--- src/rtl/exec_watchdog_pkg.sv ---
// Shared types for the execution watchdog: FSM state encoding and trace-entry layout.
// The entry struct uses the default widths, matching the {cycle_count, state} word.
package exec_watchdog_pkg;

  typedef enum logic [1:0] {
    StIdle = 2'd0,
    StRun  = 2'd1,
    StDone = 2'd2
  } wd_state_e;

  localparam int unsigned TraceCntW   = 16;
  localparam int unsigned TraceStateW = 5;

  typedef struct packed {
    logic [TraceCntW-1:0]   cnt;
    logic [TraceStateW-1:0] state;
  } trace_entry_t;

endpackage

--- src/rtl/exec_watchdog_trace_fifo.sv ---
// First-word fall-through trace FIFO; pointers carry one extra wrap bit for full/empty.
// Storage is not reset: clearing the pointers is enough to discard the contents.
module trace_fifo #(
  parameter int unsigned WIDTH = 21,
  parameter int unsigned DEPTH = 16
) (
  input  logic             clk,
  input  logic             reset,
  input  logic             push,
  input  logic [WIDTH-1:0] push_data,
  input  logic             pop,
  output logic [WIDTH-1:0] pop_data,
  output logic             full,
  output logic             empty
);

  localparam int unsigned PtrW = $clog2(DEPTH);

  logic [WIDTH-1:0] mem_q [DEPTH];
  logic [PtrW:0]    wr_q, wr_d, rd_q, rd_d;
  logic             do_push, do_pop;

  assign empty = (wr_q == rd_q);
  assign full  = (wr_q[PtrW] != rd_q[PtrW]) && (wr_q[PtrW-1:0] == rd_q[PtrW-1:0]);

  // A pop frees the head slot this cycle, so a push into a full FIFO still lands.
  always_comb begin
    do_pop  = pop && !empty;
    do_push = push && (!full || do_pop);
    wr_d    = wr_q + (PtrW+1)'(do_push);
    rd_d    = rd_q + (PtrW+1)'(do_pop);
  end

  always_ff @(posedge clk) begin
    if (reset) begin
      wr_q <= '0;
      rd_q <= '0;
    end else begin
      wr_q <= wr_d;
      rd_q <= rd_d;
    end
  end

  always_ff @(posedge clk) begin
    if (do_push) begin
      mem_q[wr_q[PtrW-1:0]] <= push_data;
    end
  end

  assign pop_data = empty ? '0 : mem_q[rd_q[PtrW-1:0]];

endmodule

--- src/rtl/exec_watchdog.sv ---
// Control-unit watchdog: cycle budget, stall detection and optional state-change trace.
// Define EXEC_WATCHDOG_TRACE_EN to build the trace FIFO; otherwise trace outputs are tied 0.
module exec_watchdog
  import exec_watchdog_pkg::*;
#(
  parameter int unsigned CNT_W       = 16,
  parameter int unsigned STATE_W     = 5,
  parameter int unsigned DEPTH       = 16,
  parameter int unsigned STALL_LIMIT = 8
) (
  input  logic                     clk,
  input  logic                     reset,
  input  logic                     enable,
  input  logic [STATE_W-1:0]       state_in,
  input  logic [CNT_W-1:0]         limit,
  output logic [CNT_W-1:0]         cycle_count,
  output logic                     timeout,
  output logic                     stall,
  output logic                     done,
  output logic                     trace_valid,
  input  logic                     trace_ready,
  output logic [CNT_W+STATE_W-1:0] trace_data,
  output logic                     trace_overflow
);

  localparam int unsigned StallW = $clog2(STALL_LIMIT);

  wd_state_e          st_q, st_d;
  logic [CNT_W-1:0]   cnt_q, cnt_d, limit_q, limit_d;
  logic [STATE_W-1:0] prev_q, prev_d;
  logic [StallW-1:0]  stall_cnt_q, stall_cnt_d;
  logic               timeout_q, timeout_d, stall_q, stall_d, first_q, first_d;
  logic               run_en, changed, push;

  always_comb begin
    st_d        = st_q;
    cnt_d       = cnt_q;
    limit_d     = limit_q;
    prev_d      = prev_q;
    stall_cnt_d = stall_cnt_q;
    timeout_d   = timeout_q;
    stall_d     = stall_q;
    first_d     = first_q;
    run_en      = (st_q == StRun) && enable;
    changed     = (state_in != prev_q);
    push        = run_en && (first_q || changed);
    unique case (st_q)
      StIdle: begin
        // The state seen on entry is the reference for the first RUN cycle's stall check.
        if (enable) begin
          st_d        = StRun;
          limit_d     = limit;
          prev_d      = state_in;
          first_d     = 1'b1;
          stall_cnt_d = '0;
        end
      end
      StRun: begin
        if (enable) begin
          cnt_d   = cnt_q + CNT_W'(1);
          prev_d  = state_in;
          first_d = 1'b0;
          stall_cnt_d = changed ? '0 : stall_cnt_q + StallW'(1);
          if ((limit_q != '0) && (cnt_q == limit_q - CNT_W'(1))) begin
            timeout_d = 1'b1;
            st_d      = StDone;
          end
          if (!changed && (stall_cnt_q == StallW'(STALL_LIMIT - 1))) begin
            stall_d = 1'b1;
            st_d    = StDone;
          end
        end
      end
      default: ;
    endcase
  end

  always_ff @(posedge clk) begin
    if (reset) begin
      st_q        <= StIdle;
      cnt_q       <= '0;
      limit_q     <= '0;
      prev_q      <= '0;
      stall_cnt_q <= '0;
      timeout_q   <= 1'b0;
      stall_q     <= 1'b0;
      first_q     <= 1'b0;
    end else begin
      st_q        <= st_d;
      cnt_q       <= cnt_d;
      limit_q     <= limit_d;
      prev_q      <= prev_d;
      stall_cnt_q <= stall_cnt_d;
      timeout_q   <= timeout_d;
      stall_q     <= stall_d;
      first_q     <= first_d;
    end
  end

  assign cycle_count = cnt_q;
  assign timeout     = timeout_q;
  assign stall       = stall_q;
  assign done        = (st_q == StDone);

`ifdef EXEC_WATCHDOG_TRACE_EN
  logic fifo_full, fifo_empty, ovf_q, ovf_d;

  trace_fifo #(
    .WIDTH(CNT_W + STATE_W),
    .DEPTH(DEPTH)
  ) u_trace_fifo (
    .clk      (clk),
    .reset    (reset),
    .push     (push),
    .push_data({cnt_q, state_in}),
    .pop      (trace_ready),
    .pop_data (trace_data),
    .full     (fifo_full),
    .empty    (fifo_empty)
  );

  always_comb begin
    ovf_d = ovf_q | (push && fifo_full && !trace_ready);
  end

  always_ff @(posedge clk) begin
    if (reset) begin
      ovf_q <= 1'b0;
    end else begin
      ovf_q <= ovf_d;
    end
  end

  assign trace_valid    = !fifo_empty;
  assign trace_overflow = ovf_q;
`else
  localparam int unsigned UnusedDepth = DEPTH;
  logic unused_trace;
  assign unused_trace   = ^{trace_ready, push};
  assign trace_valid    = 1'b0;
  assign trace_data     = '0;
  assign trace_overflow = 1'b0;
`endif

endmodule

--- config.mk ---
export PLATFORM = sky130hd
export DESIGN_NAME = exec_watchdog
export DESIGN_NICKNAME = d
export VERILOG_FILES = /design/src/rtl/exec_watchdog_pkg.sv /design/src/rtl/exec_watchdog_trace_fifo.sv /design/src/rtl/exec_watchdog.sv
export SDC_FILE = /design/constraint.sdc
export NUM_CORES = 1
export LEC_CHECK = 0
export ABC_AREA = 1
export CAP_MARGIN = 20
export CORE_ASPECT_RATIO = 0.5
export CORE_MARGIN = 3
export CORE_UTILIZATION = 35
export CTS_CLUSTER_SIZE = 20
export DETAILED_ROUTE_END_ITERATION = 12
export HOLD_SLACK_MARGIN = 0.05
export PLACE_DENSITY_LB_ADDON = 0.08
export SLEW_MARGIN = 5
export SYNTH_ARGS = -nofsm -noshare
export SYNTH_HDL_FRONTEND = slang
export SYNTH_SLANG_ARGS = --single-unit
--- constraint.sdc ---
create_clock -name clk -period 1.8 [get_ports clk]
set_clock_uncertainty 0.15 [all_clocks]
set_input_delay 0.27 -clock clk [delete_from_list [all_inputs] [get_ports clk]]
set_output_delay 0.27 -clock clk [all_outputs]
set_load 0.01 [all_outputs]
# After elaboration in Yosys (flattened, before gate mapping)

Index checks and enable logic that the tools add are counted.

Register bits: 44
Latch bits: 0
Memory bits (writable): 0
Bits in read-only memories: 0
Input port bits: 25
Output and inout bits: 42
Logic and storage cells: 41
Memories: 0

Add/subtract/negate cells: 3
$mul: 0
Divide/modulo/power cells: 0
Order comparisons: 0
Equality and inequality tests: 8
Shift-type cells: 0
Mux-type cells: 9
Bitwise gates (word level): 0
Reductions and logical operators: 14

Operators with widths:

| operator                                               | count |
|---|---|
| adder 16 x 1 -> 16 bit (second input constant)         | 1 |
| equality test 16 bit                                   | 1 |
| nonzero test 16 bit                                    | 1 |
| subtractor 16 x 1 -> 16 bit (second input constant)    | 1 |
| 2-to-1 mux 3 bit                                       | 3 |
| AND reduction 3 bit                                    | 3 |
| 2-to-1 mux 2 bit                                       | 4 |
| case mux 3 bit (2 select lines)                        | 1 |
| AND reduction 2 bit                                    | 3 |
| inequality test 5 bit                                  | 1 |
| inequality test 2 bit (second input constant)          | 2 |
| case mux 2 bit (2 select lines)                        | 1 |
| AND reduction 4 bit                                    | 1 |
| adder 3 x 1 -> 3 bit (second input constant)           | 1 |
| equality test 3 bit (second input constant)            | 1 |
| inequality test 3 x 1 -> 1 bit (second input constant) | 1 |
| equality test 2 x 1 -> 1 bit (second input constant)   | 1 |
| equality test 2 bit (second input constant)            | 1 |
| logical AND 1 bit                                      | 2 |
| logical NOT 2 bit                                      | 1 |
| nonzero test 2 bit                                     | 1 |
| OR reduction 2 bit                                     | 1 |
| logical NOT 1 bit                                      | 1 |

# Longest topological paths before layout

Depth after elaboration: 7
Depth in mapped cells: 16
Depth with buffers taken out: 16

# Least setup slack after synthesis

No wires, ideal clock.

Kind: register to register
From: register limit_q[0]
To: register st_q[1]
Setup time: 0.056 ns
Arrival time: 1.529 ns
Data required time: 1.594 ns
Setup slack: 0.064 ns
Cell stages (with the launch flop): 16
Path buffers: 0
Period minus slack after synthesis: 1.736 ns
Path through: dfxtp_1 -> inv_1 -> ha_1 -> inv_1 -> nand2_1 -> nand2_1 -> nand2_1 -> nor2_1 -> nand3_1 -> nor2_1 -> nand2_1 -> nor2_1 -> nand4_1 -> nand3_1 -> nand2_1 -> inv_1

Cells in the longest elaborated chain, start to end: 5
Elaborated cells between the ends (all ways): 6
Those cells by class: 1 x add/sub; 2 x eq/ne; 3 x reduce/logical

RTL lines:

| what                                                | RTL line            | RTL |
|---|---|---|
| from (decl)                                         | exec_watchdog.sv:29 | `logic [CNT_W-1:0] cnt_q, cnt_d, limit_q, limit_d;` |
| from (signal assigned)                              | exec_watchdog.sv:91 | `limit_q <= limit_d;` |
| subtractor 16 x 1 -> 16 bit                         | exec_watchdog.sv:64 | `if ((limit_q != '0) && (cnt_q == limit_q - CNT_W'(1))) begin` |
| equality test 16 bit                                | exec_watchdog.sv:64 |  |
| logical AND 1 bit (*)                               | exec_watchdog.sv:64 |  |
| inequality test 3 x 1 -> 1 bit (no source line) (*) | -                   |  |
| AND reduction 4 bit (no source line) (*)            | -                   |  |
| to (signal assigned)                                | exec_watchdog.sv:80 | `st_q <= StIdle;` |
| to (signal assigned)                                | exec_watchdog.sv:89 | `st_q <= st_d;` |
| to (decl)                                           | exec_watchdog.sv:28 | `wd_state_e st_q, st_d;` |

Every way passes the cells marked *; elsewhere a longest branch is shown, timed or not.
A chain may end at the register's enable or synchronous reset.

# Worst setup path after layout

From: register limit_q[0]
To: register st_q[0]

The elaborated chain is that of the path after synthesis.

==> out/summary.txt <==
CP startpoint kind: flip-flop
Commonest cells post-synth: nand2_1 (78), nor2_1 (59), dfxtp_1 (44), inv_1 (44), o21ai_0 (28)
Placement Setup Slack: -338.6 ps
Max clock buf depth: 2
Layout Nets: 501
RSZ-0062 raised after global routing: yes
CP required: 1830 ps
Die Y-Extent: 67.82 um
fin util: 52.01%
worst reg2reg path endpoint: st_q[0]$_SDFFE_PP0P_
first-pass GRT wire length: 10940 um
WL per Instance: 11.55 um
DP HPWL: 4785 um
CTS Hold Bufs: 0
crit path from: limit_q[0]$_SDFFE_PP0P_
crit path capture: st_q[0]$_SDFFE_PP0P_
grt total ovfl: 0
status: complete, but fails checks
Hold WS: 311.1 ps
Cell Area, Synth: 2675 sq um
Die Wd: 129.6 um
total number of vias: 2586
n_diodes: 0
Crit Path Class: reg2reg
Port Buffers: 42
crit end category: flip-flop
Initial Utilization: 37.99%
fin crit share: 102.1%
Pleak: 1.720 nW
row count: 21
DP Cell Count: 547
setup_tns: -98.89 ps
gpl congestion: 0.8307
crit path DAT: 1870 ps
Final Hold Fails: 0
R2R Setup Slk: -40 ps
Reg-to-Reg Start: limit_q[0]$_SDFFE_PP0P_
number of synthesized flops with an enable pin: 0
Synth-to-Final Area Change: 36.90%
initial antenna violation count: 0
GRT Total Usage: 15.65%
Non-Filler Instances: 565
Pre-Repair DR Iteration Count: 5
htree depth: 2
Final setup viols: 3
sequential area share after synthesis: 32.93%
post-DR vias/cell: 4.577
# fillers: 672
largest net degree at the start of global routing: 34
Synth top area share: 32.93%
Multi-input gate area: 1565 sq um
FMAX: 543.9 MHz
failing checks: setup timing
clock sink count: 44
fin crit period: 1839 ps
CTS clk-pin slew, worst paths: 60 ps
PnR worst setup slack: -38.67 ps
Ports: 67
share of cells above drive strength 1: 19.87%
CTS tree: yes
top cells by area, synth: dfxtp_1 (33%), nand2_1 (11%), nor2_1 (8.3%), buf_4 (6.5%), inv_1 (6.2%)
ys flop type: dfxtp_1
cell count after synthesis: 394
Pwr per Cell Area: 732.9 nW/um^2
most common cell in the netlist: nand2_1
number of synthesized register bits: 44
Seq. cell area: 892.1 sq um
cts bufs inserted: 5
Reg2Reg Depth: 14
WL final: 6524 um
Max Slew Vio Count: 0
Hold Path Class: reg2reg
DRC viols: 0
peak supply drop: 501.2 uV
vias in the first global route: 2371
synth unique cells: 31
root buf cell: clkbuf_16
Die ar.: 8792 sq um
core footprint: 7042 sq um
yosys warns: 0
CP max FO: 5
max-cap violation count: 0
syn avg cell area: 6.790 sq um
asr flop ratio synth: 0%
clk_lat worst skew: 290 ps
post-route ant nets: 0
dominant cell type by area after synthesis: dfxtp_1
initial drt markers: 158
-- stage by stage --
stage          instance area, sq um  power, mW
3_5_place_dp                   3319      1.595
4_1_cts                        3605      2.693
5_1_grt                        3662      2.837
2_1_floorplan                  2758      1.440
6_report                       3662      2.684
3_3_place_gp                   3319      1.587
-- per-layer routing --
metal / wire length, um / track usage [%]
met3: 401 / 4.209
met2: 2898 / 25.58
met5: 0 / 0
met1: 3186 / 21.03
met4: 38 / 3.238
-- final cells by class --
class	instances	share of cell area, %
clock buffer	6	3.519
multi-input combinational	293	42.74
timing repair buffer	81	20.46
sequential	44	24.36
tap	92	3.143
inverter	47	4.817
clock inverter	2	0.9566
-- worst max-delay path, stage by stage, from the launching register on --
cell and delay, ps:
dfxtp_2 330, inv_2 50, buf_4 140, nand3_4 100, nor2_4 50, buf_12 120
buf_4 120, nand2_2 50, nand2_2 40, nand2_1 70, nand2_1 60, nor2_2 140
nand4_1 170, nand2_1 110, nor2_1 40
-- cells by family (layout without fill, tap and decap cells) --
group,count (synthesis),count (layout),synth area share (%)
adder cells (fa/ha/maj),4,4,1.871
AND/OR/NAND/NOR,189,189,32.79
AO/OA/AOI/OAI,57,57,11.04
flip-flops,44,44,32.93
XOR/XNOR,20,20,6.548
other,1,23,0.1402
buffers and inverters,79,136,14.69
-- worst min-delay path by stage --
stage	slack [ps]	startpoint	to	depth (start not counted)
2_1_floorplan	250	limit[15]	limit_q[15]$_SDFFE_PP0P_	2
3_3_place_gp	290	stall$_SDFFE_PP0P_	stall$_SDFFE_PP0P_	2
3_5_place_dp	300	stall$_SDFFE_PP0P_	stall$_SDFFE_PP0P_	2
4_1_cts	310	stall$_SDFFE_PP0P_	stall$_SDFFE_PP0P_	2
5_1_grt	330	stall$_SDFFE_PP0P_	stall$_SDFFE_PP0P_	2
6_report	310	stall$_SDFFE_PP0P_	stall$_SDFFE_PP0P_	2
-- cells in the final DEF (no fill, tap or decap), types with 3 or more instances in the layout --
cell             instances
xor2_1                  14
nor2_1                  53
nand2_4                  4
clkbuf_16                5
xnor2_1                  6
clkdlybuf4s50_1         41
nand4_1                  3
conb_1                  23
dfxtp_1                 35
o21ai_0                 27
nand2_1                 75
ha_1                     3
inv_2                    6
inv_1                   41
dfxtp_2                  9
nor3_1                   5
nand3_1                 21
a21oi_1                 25
buf_4                   36
nor2_2                   8
nor2_4                   8
nand2_2                  4
buf_12                   3
-- report_power, final --
part | internal, mW | total (mW) | switching (mW)
clock network | 0.653 | 1.03 | 0.382
registers | 1.02 | 1.06 | 0.0386
logic | 0.269 | 0.591 | 0.322
-- sequential cells by signal (all words and copies together), names as in the netlist --
signal and flops:
limit_q 16, cycle_count 16, prev_q 5, stall_cnt_q 3
timeout 1, st_q 2, stall 1
-- repair_timing --
| action | 4_1_cts | 5_1_grt |
|---|---|---|
| pin swaps | 14 | 14 |
| cloned | 0 | 0 |
| setup buffers | 7 | 3 |
| gates resized for setup | 22 | 13 |
| endpoints found under the setup margin | 7 | 11 |
(Power assumes the default switching activity.)
==> variant 1 (config.mk and constraints unchanged) <==
Change the parameter `STALL_LIMIT` from 8 to 16.
--- a/src/rtl/exec_watchdog.sv
+++ b/src/rtl/exec_watchdog.sv
@@ -7,5 +7,5 @@
   parameter int unsigned STATE_W     = 5,
   parameter int unsigned DEPTH       = 16,
-  parameter int unsigned STALL_LIMIT = 8
+  parameter int unsigned STALL_LIMIT = 16
 ) (
   input  logic                     clk,
Function: changed (a bounded check fails within 10 cycles, from zero or initial values and one cycle with reset high).
==> variant 1 against the original RTL <==
  * The run still ends with negative setup slack left
  * Total power grew 1.7%
  * Critical path depth increased by 2
  * Synthesized cell count increased by 7.4%
  * Setup slack got worse by 0.026 ns
  * Die area rose by 3.3%
  * Largest cell class unchanged
  * Core utilization is 1.0 points lower
  * Routed wire length up 11%
  * Critical endpoint is now timeout$_SDFFE_PP0P_
  * Area after synthesis rose by 3.6%
  * Cell area up 4.6%
  * Sequential cell count grew 1
==> variant 1: results (changes against the original RTL) <==
GRT met3 Usage=3.70% (was 4.21%); routed wl met3=433 µm (was 401 µm); VDD IR max=0.000375 V (was 0.000501 V); Worst path top cell family by delay=simple AND/OR/NAND/NOR gates (unchanged); GRT Util Overall=16.5% (was 15.6%); met2 WL=2840 µm (was 2900 µm); number of port buffers=42 (unchanged); Sw Pwr=0.769 mW (was 0.743 mW); violated checks=negative setup slack (unchanged); sequential fraction of the synthesis area=32.5% (was 32.9%); initial DRC count=233 (was 158); crit path to=timeout$_SDFFE_PP0P_ (was st_q[0]$_SDFFE_PP0P_); R2R Path Start=limit_q[5]$_SDFFE_PP0P_ (was limit_q[0]$_SDFFE_PP0P_); post-synthesis compound-gate area fraction=12.3% (was 11.0%); LEAKAGE=1.80 nW (was 1.72 nW); critical path arrival=1.94 ns (was 1.87 ns); post-DP HPWL=5510 µm (was 4780 µm); mux share of post-synthesis cell area=0% (unchanged); wire per inst=11.7 µm (was 11.5 µm); worst min-delay path endpoint=stall_cnt_q[3]$_SDFFE_PP0P_ (was stall$_SDFFE_PP0P_); TNS Setup=-0.132 ns (was -0.0989 ns); RD Place Congestion=0.808 (was 0.831); met1 usage=25.1% (was 21.0%); Adder-Cell Fraction of Synth Area=1.36% (was 1.87%); fin nets=538 (was 501); Vias=2724 (was 2586); vias in the first global route=2324 (was 2371); outcome=complete, but fails checks (unchanged); hold slack=0.318 ns (was 0.311 ns); Netlist cell types=31 (unchanged); Setup Slack @ Placement=-0.332 ns (was -0.339 ns); Post-synth top cells=87 x nand2_1, 70 x nor2_1, 54 x inv_1, 45 x dfxtp_1, 33 x o21ai_0 (was 78 x nand2_1, 59 x nor2_1, 44 x dfxtp_1, 44 x inv_1, 28 x o21ai_0); first-pass GRT wire length=11700 µm (was 10900 µm); placed cell area=3510 µm² (was 3320 µm²); synth top area cells=dfxtp_1 33%, nand2_1 12%, nor2_1 9.5% (was dfxtp_1 33%, nand2_1 11%, nor2_1 8.3%); GRT met2 Usage=23.3% (was 25.6%); clock-net power=1.03 mW (about the same); PnR Total Power=2.73 mW (was 2.68 mW); Synth warnings=0 (unchanged); CP max stage delay=0.36 ns (was 0.33 ns); pin count of the biggest net entering global routing=19 (was 34); Post-Synth XOR/XNOR Area=4.11% (was 6.55%); Worst Setup SP=limit_q[5]$_SDFFE_PP0P_ (was limit_q[0]$_SDFFE_PP0P_); Max Fanout on Critical Path=3 (was 5); Hold Crit Start=stall_cnt_q[3]$_SDFFE_PP0P_ (was stall$_SDFFE_PP0P_); R2R depth=16 (was 14); Gate Count Post-Synth=423 (was 394); slowest stage cell on the critical path=dfxtp_1 (was dfxtp_2); setup ws final=-0.0650 ns (was -0.0387 ns); TritonRoute pass-1 iters=4 (was 5); Final setup viols=3 (unchanged); Non-Filler Instances=618 (was 565); layout cell share with drive strength beyond 1=19.4% (was 19.9%); Met1 Wirelength=3940 µm (was 3190 µm); Placed Instances=605 (was 547)
[variant 1: cell types whose count changed in the layout (fill, tap and decap cells not counted), moves of 3 or more]
cell	delta
clkdlybuf4s50_1	-3
xor2_1	-6
nand2_1	+8
inv_1	+10
buf_4	+11
inv_2	-3
o21ai_0	+4
buf_12	-3
nor2_1	+10
[variant 1: timing repair]
action,CTS,global route
gates resized for setup,28,14
pin swaps,8,6
setup buffers,5,1
endpoints found under the setup margin,11,12
endpoints found under the hold margin,0,0
[variant 1: cell families (layout without fill, tap and decap cells)]
group / count (synthesis) / in the layout
other cells: 1 / 23
xor+xnor: 13 / 13
flops: 45 / 45
buf+inv: 86 / 151
compound gates: 65 / 65
simple gates: 210 / 210
fa+ha+maj: 3 / 3
[variant 1: cell type report]
type / instances / area [µm²]
fill: 753 / 3680
tap: 108 / 135
clock buffer: 5 / 125
sequential: 45 / 912
multi-input combinational: 314 / 1640
inverter: 54 / 203
timing repair buffer: 90 / 787
clock inverter: 2 / 35.0
==> variant 2 (same flow settings) <==
Without the edit above. Add an input register stage for `limit`; this delays it by one clock. The other inputs are not delayed to match.
--- a/src/rtl/exec_watchdog.sv
+++ b/src/rtl/exec_watchdog.sv
@@ -26,4 +26,10 @@
   localparam int unsigned StallW = $clog2(STALL_LIMIT);
 
+  logic [CNT_W-1:0] limit_r;
+
+  always_ff @(posedge clk) begin
+    limit_r <= limit;
+  end
+
   wd_state_e          st_q, st_d;
   logic [CNT_W-1:0]   cnt_q, cnt_d, limit_q, limit_d;
@@ -50,5 +56,5 @@
         if (enable) begin
           st_d        = StRun;
-          limit_d     = limit;
+          limit_d     = limit_r;
           prev_d      = state_in;
           first_d     = 1'b1;
Check against the original RTL: not equivalent (Yosys sat finds a counterexample within 4 cycles, from zero or initial values and one cycle with reset high).
==> variant 2 against the original RTL <==
  * The flow still finishes with violations (negative setup slack)
  * Routed wire length grew 1.2%
  * Cell area rose by 12%
  * Sequential cell count increased by 16
  * Setup slack improved by 0.0052 ns
  * Area after synthesis increased by 12%
  * Highest routed layer is now met3
  * Synthesized cell count grew 4.8%
  * Combinational power fell by 5.6%
  * Critical path type unchanged
  * Largest power group is now the clock network
  * Total power increased by 43%
==> variant 2: results (changes against the original RTL) <==
Yosys top cell by area=dfxtp_1 (unchanged); Final setup viols=3 (unchanged); DRT Wirelength=6600 µm (was 6520 µm); TNS Setup=-0.0971 ns (was -0.0989 ns); Synth warnings=0 (unchanged); sequential fraction of the synthesis area=40.2% (was 32.9%); HP Class=primary input to flip-flop (was flip-flop to flip-flop); TritonRoute pass-1 iters=5 (unchanged); VDD IR max=0.000436 V (was 0.000501 V); layout cell share with drive strength beyond 1=19.8% (was 19.9%); Worst path top cell family by delay=simple AND/OR/NAND/NOR gates (unchanged); CP max stage delay=0.33 ns (about the same); H-tree levels=3 (was 2); async set-or-reset flop fraction in the synthesized netlist=0% (unchanged); TritonCTS Buffers=9 (was 5); RD Place Congestion=0.799 (was 0.831); post-DP HPWL=4860 µm (was 4780 µm); first-pass GRT wire length=11000 µm (was 10900 µm); clock transition at the registers of the reported paths=0.05 ns; Ant. Diodes=0 (unchanged); Setup Slack @ Placement=-0.400 ns (was -0.339 ns); vias in the first global route=2397 (was 2371); Antenna Nets Post-Route=0 (unchanged); clock root cell=clkbuf_16 (unchanged); GRT Util Overall=14.5% (was 15.6%); setup ws final=-0.0335 ns (was -0.0387 ns); initial antenna violation count=0 (unchanged); R2R Path Start=limit_q[1]$_SDFFE_PP0P_ (was limit_q[0]$_SDFFE_PP0P_); initial DRC count=62 (was 158); outcome=complete, but fails checks (unchanged); Netlist cell types=33 (was 31); slowest stage cell on the critical path=dfxtp_2 (unchanged); LEAKAGE=1.84 nW (was 1.72 nW); Switching Share=24.8% (was 27.7%); pin count of the biggest net entering global routing=40 (was 34); synth top area cells=dfxtp_1 40%, nand2_1 9.9%, nor2_1 6.3% (was dfxtp_1 33%, nand2_1 11%, nor2_1 8.3%); Post-synth top cells=79 x nand2_1, 60 x dfxtp_1, 50 x nor2_1, 46 x inv_1, 32 x a21oi_1 (was 78 x nand2_1, 59 x nor2_1, 44 x dfxtp_1, 44 x inv_1, 28 x o21ai_0); Hold Crit Start=limit[15] (was stall$_SDFFE_PP0P_); EDFF count, synth=0 (unchanged); clock latency on the worst-skew pair=0.33 ns (was 0.29 ns); fin nets=518 (was 501); Fillers=805 (was 672); average vias per placed instance=4.39 (was 4.58); Max Fanout on Critical Path=3 (was 5); violated checks=negative setup slack (unchanged)
variant 2: cell count changes after synthesis, sizes merged, moves of 4 or more:
cell / change
o21ai: +9
a21oi: +7
xor2: -8
nor2: -6
dfxtp: +16
xnor2: -4
nand3: +5
variant 2: worst paths after layout:
check	to	slack (ns)	cells past startpoint
worst min-delay path	limit_r[15]$_DFF_P_	0.24	1
worst max-delay path	timeout$_SDFFE_PP0P_	-0.03	12
worst min register to register	stall$_SDFFE_PP0P_	0.30	2
worst max register to register	timeout$_SDFFE_PP0P_	-0.03	12
variant 2: cells by family (layout without fill, tap and decap cells):
kind of cell             count (synthesis)  count (layout)  synth area share, %
AND/OR/NAND/NOR                        188             188                 30.1
buffers and inverters                   79             138                 12.9
AO/OA/AOI/OAI                           73              73                 12.4
flip-flops                              60              60                 40.2
XOR/XNOR                                 8               8                 2.59
adder cells (fa/ha/maj)                  4               4                 1.67
other                                    1              23                0.125
variant 2: layout make-up:
| type | instances | area (µm²) | area share, % |
|---|---|---|---|
| clock inverter | 4 | 72.6 | 1.77 |
| clock buffer | 12 | 246 | 6.01 |
| tap | 112 | 140 | 3.42 |
| inverter | 49 | 184 | 4.49 |
| multi-input combinational | 296 | 1580 | 38.5 |
| sequential | 60 | 1210 | 29.6 |
| timing repair buffer | 73 | 663 | 16.2 |
variant 2: power groups by stage:
stage               Combinational [mW]  Clock (mW)  Sequential (mW)
finish                           0.558        1.82             1.44
floorplan                        0.401           0             1.46
global route                     0.642        1.95             1.45
detailed placement               0.541           0             1.47
CTS                              0.552        1.89             1.44
global placement                 0.537           0             1.47
variant 2: layer usage:
| metal | vias up | share of wire [%] | routed length (µm) | global-route usage, % |
|---|---|---|---|---|
| met5 | - | 0 | 0 | 0 |
| met4 | 0 | 0 | 0 | 6.03 |
| met3 | 0 | 5.6 | 368 | 4.84 |
| met2 | 62 | 43 | 2810 | 21.0 |
| met1 | 1161 | 52 | 3430 | 19.7 |
| li1 | 1440 | - | - | - |
variant 2: repair_timing:
item                       in CTS  in global routing
hold endpoints to repair        0                  0
setup endpoints to repair      13                 13
setup buffers                   2                  1
gates resized for setup        20                 18
gates cloned                    0                  0
pin swaps                      16                 13
variant 2: metrics by stage:
| step | cells | cell area, µm² | power, mW |
|---|---|---|---|
| 4_1_cts | 605 | 4030 | 3.89 |
| 2_1_floorplan | 435 | 3070 | 1.86 |
| 3_3_place_gp | 587 | 3650 | 2.01 |
| 3_5_place_dp | 587 | 3650 | 2.01 |
| 5_1_grt | 606 | 4100 | 4.05 |
| 6_report | 606 | 4100 | 3.82 |
